## src/rtl/fifo_ptr_ctrl_if.sv

```systemverilog
//------------------------------------------------------------------------------
// Module   : fifo_ptr_ctrl_if
// Purpose  : Bundles the pointer-controller signals exchanged with the FIFO RAM
//            address port and the opposite-side controller.
// Signals  : en     - increment request (write or read strobe)
//            rmt_g  - remote side's Gray pointer (ADDR_W+1 bits)
//            addr   - RAM address (ADDR_W bits)
//            ptr_g  - local registered Gray pointer (ADDR_W+1 bits)
//            stat   - full (write side) or empty (read side)
//            level  - occupied entries (ADDR_W+1 bits)
//            thr    - level threshold flag
// Modports : slave  - the pointer controller itself
//            master - whatever drives en/rmt_g and consumes the results
// Revision : 1.0  initial release
//------------------------------------------------------------------------------
`default_nettype none

interface fifo_ptr_ctrl_if #(
  parameter int ADDR_W = 3
) ();
  logic              en;
  logic [ADDR_W:0]   rmt_g;
  logic [ADDR_W-1:0] addr;
  logic [ADDR_W:0]   ptr_g;
  logic              stat;
  logic [ADDR_W:0]   level;
  logic              thr;

  modport slave  (input  en, rmt_g, output addr, ptr_g, stat, level, thr);
  modport master (output en, rmt_g, input  addr, ptr_g, stat, level, thr);
endinterface

`default_nettype wire

```

## src/rtl/fifo_ptr_ctrl.sv

```systemverilog
//------------------------------------------------------------------------------
// Module   : fifo_ptr_ctrl
// Purpose  : FIFO pointer controller for one side (write or read) of a FIFO.
//            Keeps an (ADDR_W+1)-bit binary pointer and a Gray copy, brings in
//            the remote Gray pointer, and produces registered full/empty,
//            fill level and threshold flags.
// Ports    : clk  - rising-edge clock
//            rst  - synchronous active-high reset
//            bus  - fifo_ptr_ctrl_if.slave (en, rmt_g in; addr, ptr_g, stat,
//                   level, thr out)
// Params   : ADDR_W (RAM address width), MODE (0 write/full, 1 read/empty),
//            SYNC_STAGES (2..4 remote-pointer flops), THRESH (level threshold)
// Options  : PTR_SYNC_EN - when defined, rmt_g passes through SYNC_STAGES
//            reset-to-zero flops before use; otherwise it is used directly
//            (same-clock FIFO).
// Revision : 1.0  initial release
//------------------------------------------------------------------------------
`default_nettype none

module fifo_ptr_ctrl #(
  parameter int ADDR_W      = 3,
  parameter int MODE        = 0,
  parameter int SYNC_STAGES = 2,
  parameter int THRESH      = 6
) (
  input  logic          clk,
  input  logic          rst,
  fifo_ptr_ctrl_if.slave bus
);

  localparam int              PW       = ADDR_W + 1;
  localparam logic [ADDR_W:0] THR_LVL  = PW'(THRESH);
  localparam logic            STAT_RST = (MODE != 0);
  // Level is 0 in reset, so the threshold flag starts at the comparison of 0.
  localparam logic            THR_RST  = (MODE != 0) ? (THRESH >= 0) : (THRESH <= 0);

  logic [ADDR_W:0] ptr_b;
  logic [ADDR_W:0] ptr_g;
  logic [ADDR_W:0] nxt_b;
  logic [ADDR_W:0] nxt_g;
  logic [ADDR_W:0] rs_g;
  logic [ADDR_W:0] rs_b;
  logic [ADDR_W:0] nxt_lvl;
  logic [ADDR_W:0] level;
  logic            stat;
  logic            thr;
  logic            inc;
  logic            nxt_stat;
  logic            nxt_thr;

  // Out-of-range depth has no meaningful chain; leave an empty marker scope.
  if (SYNC_STAGES < 2 || SYNC_STAGES > 4) begin : g_sync_stages_illegal
  end

  //--------------------------------------------------------------------------
  // Remote pointer capture
  //--------------------------------------------------------------------------
`ifdef PTR_SYNC_EN
  logic [ADDR_W:0] sync_q [SYNC_STAGES];

  always_ff @(posedge clk) begin
    if (rst) begin
      for (int i = 0; i < SYNC_STAGES; i++) sync_q[i] <= '0;
    end else begin
      sync_q[0] <= bus.rmt_g;
      for (int i = 1; i < SYNC_STAGES; i++) sync_q[i] <= sync_q[i-1];
    end
  end

  assign rs_g = sync_q[SYNC_STAGES-1];
`else
  assign rs_g = bus.rmt_g;
`endif

  // Gray to binary: bit i is the XOR of all Gray bits from i upward.
  always_comb begin
    rs_b = '0;
    for (int i = 0; i <= ADDR_W; i++) rs_b[i] = ^(rs_g >> i);
  end

  //--------------------------------------------------------------------------
  // Next pointer
  //--------------------------------------------------------------------------
  assign inc   = bus.en & ~stat;           // strobe ignored while full/empty
  assign nxt_b = ptr_b + PW'(inc);         // wraps modulo 2**(ADDR_W+1)
  assign nxt_g = nxt_b ^ (nxt_b >> 1);

  //--------------------------------------------------------------------------
  // Side-specific flag and level
  //--------------------------------------------------------------------------
  if (MODE == 0) begin : g_wr
    logic [ADDR_W:0] full_g;
    // Full when the write pointer is one lap ahead: in Gray code that is the
    // top two bits inverted and the rest equal.
    if (ADDR_W == 1) begin : g_full_w1
      assign full_g = ~rs_g[1:0];
    end else begin : g_full_wn
      assign full_g = {~rs_g[ADDR_W:ADDR_W-1], rs_g[ADDR_W-2:0]};
    end
    assign nxt_stat = (nxt_g == full_g);
    assign nxt_lvl  = nxt_b - rs_b;
    assign nxt_thr  = (nxt_lvl >= THR_LVL);
  end else begin : g_rd
    assign nxt_stat = (nxt_g == rs_g);
    assign nxt_lvl  = rs_b - nxt_b;
    assign nxt_thr  = (nxt_lvl <= THR_LVL);
  end

  //--------------------------------------------------------------------------
  // State registers
  //--------------------------------------------------------------------------
  always_ff @(posedge clk) begin
    if (rst) begin
      ptr_b <= '0;
      ptr_g <= '0;
      stat  <= STAT_RST;
      level <= '0;
      thr   <= THR_RST;
    end else begin
      ptr_b <= nxt_b;
      ptr_g <= nxt_g;
      stat  <= nxt_stat;
      level <= nxt_lvl;
      thr   <= nxt_thr;
    end
  end

  assign bus.addr  = ptr_b[ADDR_W-1:0];
  assign bus.ptr_g = ptr_g;
  assign bus.stat  = stat;
  assign bus.level = level;
  assign bus.thr   = thr;

endmodule

`default_nettype wire

```

## src/flat_wrapper.sv

```systemverilog
// flat-port wrapper written by rule: the top's interface ports become plain ports
module fifo_ptr_ctrl_flat 
#(
  parameter int ADDR_W      = 3,
  parameter int MODE        = 0,
  parameter int SYNC_STAGES = 2,
  parameter int THRESH      = 6
)
  (clk, rst, bus_en, bus_rmt_g, bus_addr, bus_ptr_g, bus_stat, bus_level, bus_thr);
  fifo_ptr_ctrl_if #(.ADDR_W(ADDR_W)) bus_i ();
  input  logic clk;
  input  logic rst;
  input wire logic [$bits(bus_i.en)-1:0] bus_en;
  input wire logic [$bits(bus_i.rmt_g)-1:0] bus_rmt_g;
  output wire logic [$bits(bus_i.addr)-1:0] bus_addr;
  output wire logic [$bits(bus_i.ptr_g)-1:0] bus_ptr_g;
  output wire logic [$bits(bus_i.stat)-1:0] bus_stat;
  output wire logic [$bits(bus_i.level)-1:0] bus_level;
  output wire logic [$bits(bus_i.thr)-1:0] bus_thr;
  assign bus_i.en = bus_en;
  assign bus_i.rmt_g = bus_rmt_g;
  assign bus_addr = bus_i.addr;
  assign bus_ptr_g = bus_i.ptr_g;
  assign bus_stat = bus_i.stat;
  assign bus_level = bus_i.level;
  assign bus_thr = bus_i.thr;
  fifo_ptr_ctrl #(.ADDR_W(ADDR_W), .MODE(MODE), .SYNC_STAGES(SYNC_STAGES), .THRESH(THRESH)) u_core (.clk(clk), .rst(rst), .bus(bus_i));
endmodule
```

## config.mk

```make
export PLATFORM = sky130hd
export DESIGN_NAME = fifo_ptr_ctrl_flat
export DESIGN_NICKNAME = d
export VERILOG_FILES = /design/src/rtl/fifo_ptr_ctrl_if.sv /design/src/rtl/fifo_ptr_ctrl.sv /design/src/flat_wrapper.sv
export SDC_FILE = /design/constraint.sdc
export NUM_CORES = 1
export LEC_CHECK = 0
export CORE_MARGIN = 1
export CORE_UTILIZATION = 46
export DETAILED_ROUTE_END_ITERATION = 8
export GPL_TIMING_DRIVEN = 0
export PLACE_DENSITY_LB_ADDON = 0.12
export SKIP_LAST_GASP = 1
export SLEW_MARGIN = 20
export SYNTH_ARGS = -nofsm -noshare
export SYNTH_HDL_FRONTEND = slang
export SYNTH_SLANG_ARGS = --single-unit
```

## constraint.sdc

```tcl
create_clock -name clk -period 6.9 [get_ports clk]
set_input_delay 1.38 -clock clk [delete_from_list [all_inputs] [get_ports clk]]
set_output_delay 1.38 -clock clk [all_outputs]
set_load 0.02 [all_outputs]
```

==> flow_metrics.py <==
metrics = {
    "clock_tree": {
        "postCtsSetupBuffers": 0,
        "clock_sinks": 13,
        "cts.repair.resized": 0,
        "cts_max_level": 1,
        "clockBufferDepth": 2,
        "clk_root_buffer_cell": "clkbuf_4",
        "cts.clk_slew.worst_paths_ps": 80,
        "cts_tree": "yes",
        "ctsHoldBuffers": 0,
        "worstSkewPairLatency_ps": 280,
        "cts-buffers-inserted": 3,
    },
    "worst_setup_path": {
        "cp_cell_sequence": "clkdlybuf4s50_1 > xnor2_1 > xor2_1 > xnor2_1 > ha_1 > fa_1 > xor2_1 > or3_1 > o21ai_1",
        "end_kind": "flip-flop",
        "cp_max_fo": 3,
        "crit_type": "primary input to flip-flop",
        "crit_path_max_incr_delay_ps": 450,
        "cp_slowest_cell": "clkdlybuf4s50_1",
        "crit_family": "XOR/XNOR gates",
        "path_buf_inv": 1,
        "arrival_ps": 3650,
        "crit_required_ps": 7120,
        "start_kind": "primary input",
    },
    "detailed_routing": {
        "ant_nets": 0,
        "drcViolationCount": 0,
        "firstDrtPassIters": 4,
        "drtIter0Drc": 12,
        "wl_per_cell_microns": 10.7,
        "wirelength_microns": 1040,
        "via_count": 461,
        "vias_per_cell": 4.75,
    },
    "floorplanning": {
        "dieArea_sq_um": 1460,
        "start_util_pct": 52.3,
        "ios": 20,
        "die_h_microns": 38.2,
        "core_sq_um": 1160,
        "die_width_microns": 38.2,
        "rows": 12,
    },
    "synth": {
        "synth.top_cell.area_share_pct": 43.1,
        "yosys.area.top_type": "dfxtp_1",
        "async_flop_share_pct": 0,
        "synth.cell_area_sq_um": 604,
        "synth_most_common_cell": "dfxtp_1",
        "ys.flop_type": "dfxtp_1",
        "seq_area_frac_synth_pct": 43.1,
        "yosys_warnings": 0,
        "syn_inst": 60,
        "ys_top_cells_by_area": "dfxtp_1, xnor2_1, ha_1",
        "synth_edf_count": 0,
        "synth_common_cells": "dfxtp_1, nor2_1, xnor2_1",
        "yosys_register_bits": 13,
        "syn_avg_cell_area_sq_um": 10.1,
        "synth_fp_nets": 73,
        "synthDistinctLibCells": 19,
    },
    "timing": {
        "hold_slack_ps": 604,
        "final-setup-viol-count": 0,
        "post-route-min-period_ps": 3430,
        "fin_tns_setup_ps": 0,
        "rsz0062_at_grt": "false",
        "max_slew_margin_pct": 71.7,
        "fmax_ghz": 0.291,
        "hold_viol": 0,
        "min_period_over_period_pct": 49.7,
        "skew_ps": 3.98,
        "timing.final.max_slew_violations": 0,
        "tightest_slew_ps": 425,
    },
    "cells_and_area": {
        "fin_nets": 97,
        "drive_gt1_share_pct": 4.82,
        "area_delta_synth_final_pct": 38.7,
        "num_antenna_cells": 0,
        "fin_cells": 97,
        "final_util_pct": 72.5,
    },
    "grt": {
        "antenna_found_initial": 0,
        "overflow": 0,
        "grt_pass1_vias": 397,
        "grt_pass1_wl_microns": 1610,
        "grt_max_degree": 11,
        "grt_use_total_pct": 17.0,
    },
    "placement": {
        "portBuffers": 19,
        "dp_hpwl_microns": 771,
        "dp.cells": 93,
        "routabilityCongestion": 0.870,
    },
    "power_and_ir_drop": {
        "p_switching_uw": 72.7,
        "clkPwrFrac_pct": 21.2,
        "combPwrFrac_pct": 38.5,
        "leakage_uw": 0.000350,
        "power_density_nw_per_um2": 267,
        "peakVddDrop_v": 0.000226,
        "seqPwrFrac_pct": 40.3,
        "swShare_pct": 32.5,
        "p_int_uw": 151,
    },
    "worst_hold_path": {
        "hp-class": "flip-flop to flip-flop",
    },
    "outcome": {
        "outcome": "complete, no violations",
    },
    "run": {
        "maxCapViolCount": 0,
    },
}
==> power by group through the flow <==
stage	clock (uW)	sequential [uW]	combinational, uW
3_5_place_dp	0	91.9	85.5
3_3_place_gp	0	91.8	84.5
5_1_grt	51.6	91.2	93.1
4_1_cts	48.8	90.2	86.4
2_1_floorplan	0	108	36.6
6_report	47.5	90.2	86.1
==> kinds of logic (layout without fill, tap and decap cells) <==
family | after synthesis | count (layout) | share of synthesized area [%]
flip-flops | 13 | 13 | 43.1
XOR/XNOR | 16 | 16 | 24.4
AO/OA/AOI/OAI | 4 | 4 | 3.72
adder cells (fa/ha/maj) | 6 | 6 | 13.7
buffers and inverters | 4 | 27 | 2.48
AND/OR/NAND/NOR | 17 | 17 | 12.6
==> cell usage in the layout (no fill, tap or decap), types with 2 or more instances in the layout <==
master           count
clkbuf_1             2
clkbuf_4             3
clkdlybuf4s50_1     19
dfxtp_1             13
ha_1                 5
inv_1                3
nor2_1              10
nor2b_1              2
xnor2_1             10
xor2_1               5
==> cell type report <==
cell class,instances,area (sq um)
plain buffers,1,3.75
fillers,87,318
repair buffers,19,190
well taps,14,17.5
inverters,3,11.3
flip-flops and latches,13,260
multi-input cells,43,329
clock buffers,4,26.3
==> state kept, by name, indices dropped and copies added, names as in the netlist <==
| register | flops |
|---|---|
| u_core.bus.level | 4 |
| u_core.bus.ptr_g | 4 |
| u_core.ptr_b | 3 |
| u_core.bus.stat | 1 |
| u_core.bus.thr | 1 |
==> layer usage <==
layer / vias to the layer above / part of all wire, % / GRT usage (%)
li1: 235 / - / -
met1: 196 / 48 / 19.1
met2: 23 / 44 / 27.5
met3: 7 / 5.8 / 6.98
met4: 0 / 2.1 / 8.04
met5: - / 0 / 0
==> worst register-to-register path, cell delays in order (launching register included) <==
cell and delay, ps:
dfxtp_1 330, nor2b_1 50, ha_1 210, ha_1 390, inv_1 100, fa_1 430, xor2_1 170, or3_1 300
o21ai_1 70
==> through the flow <==
step                setup WS, ps  instance area, sq um  power (uW)
floorplan                   3770                   604         144
global placement            3180                   812         176
detailed placement          3190                   812         177
CTS                         3470                   838         225
global route                3330                   838         236
finish                      3470                   838         224
==> worst paths after layout <==
check                                 startpoint                        endpoint  slack, ps  cells past startpoint
setup reg to reg      u_core.bus.stat$_SDFF_PP0_       u_core.bus.thr$_SDFF_PP0_       4790                      8
setup / recovery                    bus_rmt_g[3]       u_core.bus.thr$_SDFF_PP0_       3470                      9
hold reg to reg   u_core.bus.ptr_g[3]$_SDFF_PP0_  u_core.bus.ptr_g[3]$_SDFF_PP0_        600                      2
hold / removal    u_core.bus.ptr_g[3]$_SDFF_PP0_  u_core.bus.ptr_g[3]$_SDFF_PP0_        600                      2
(Power assumes the default switching activity.)
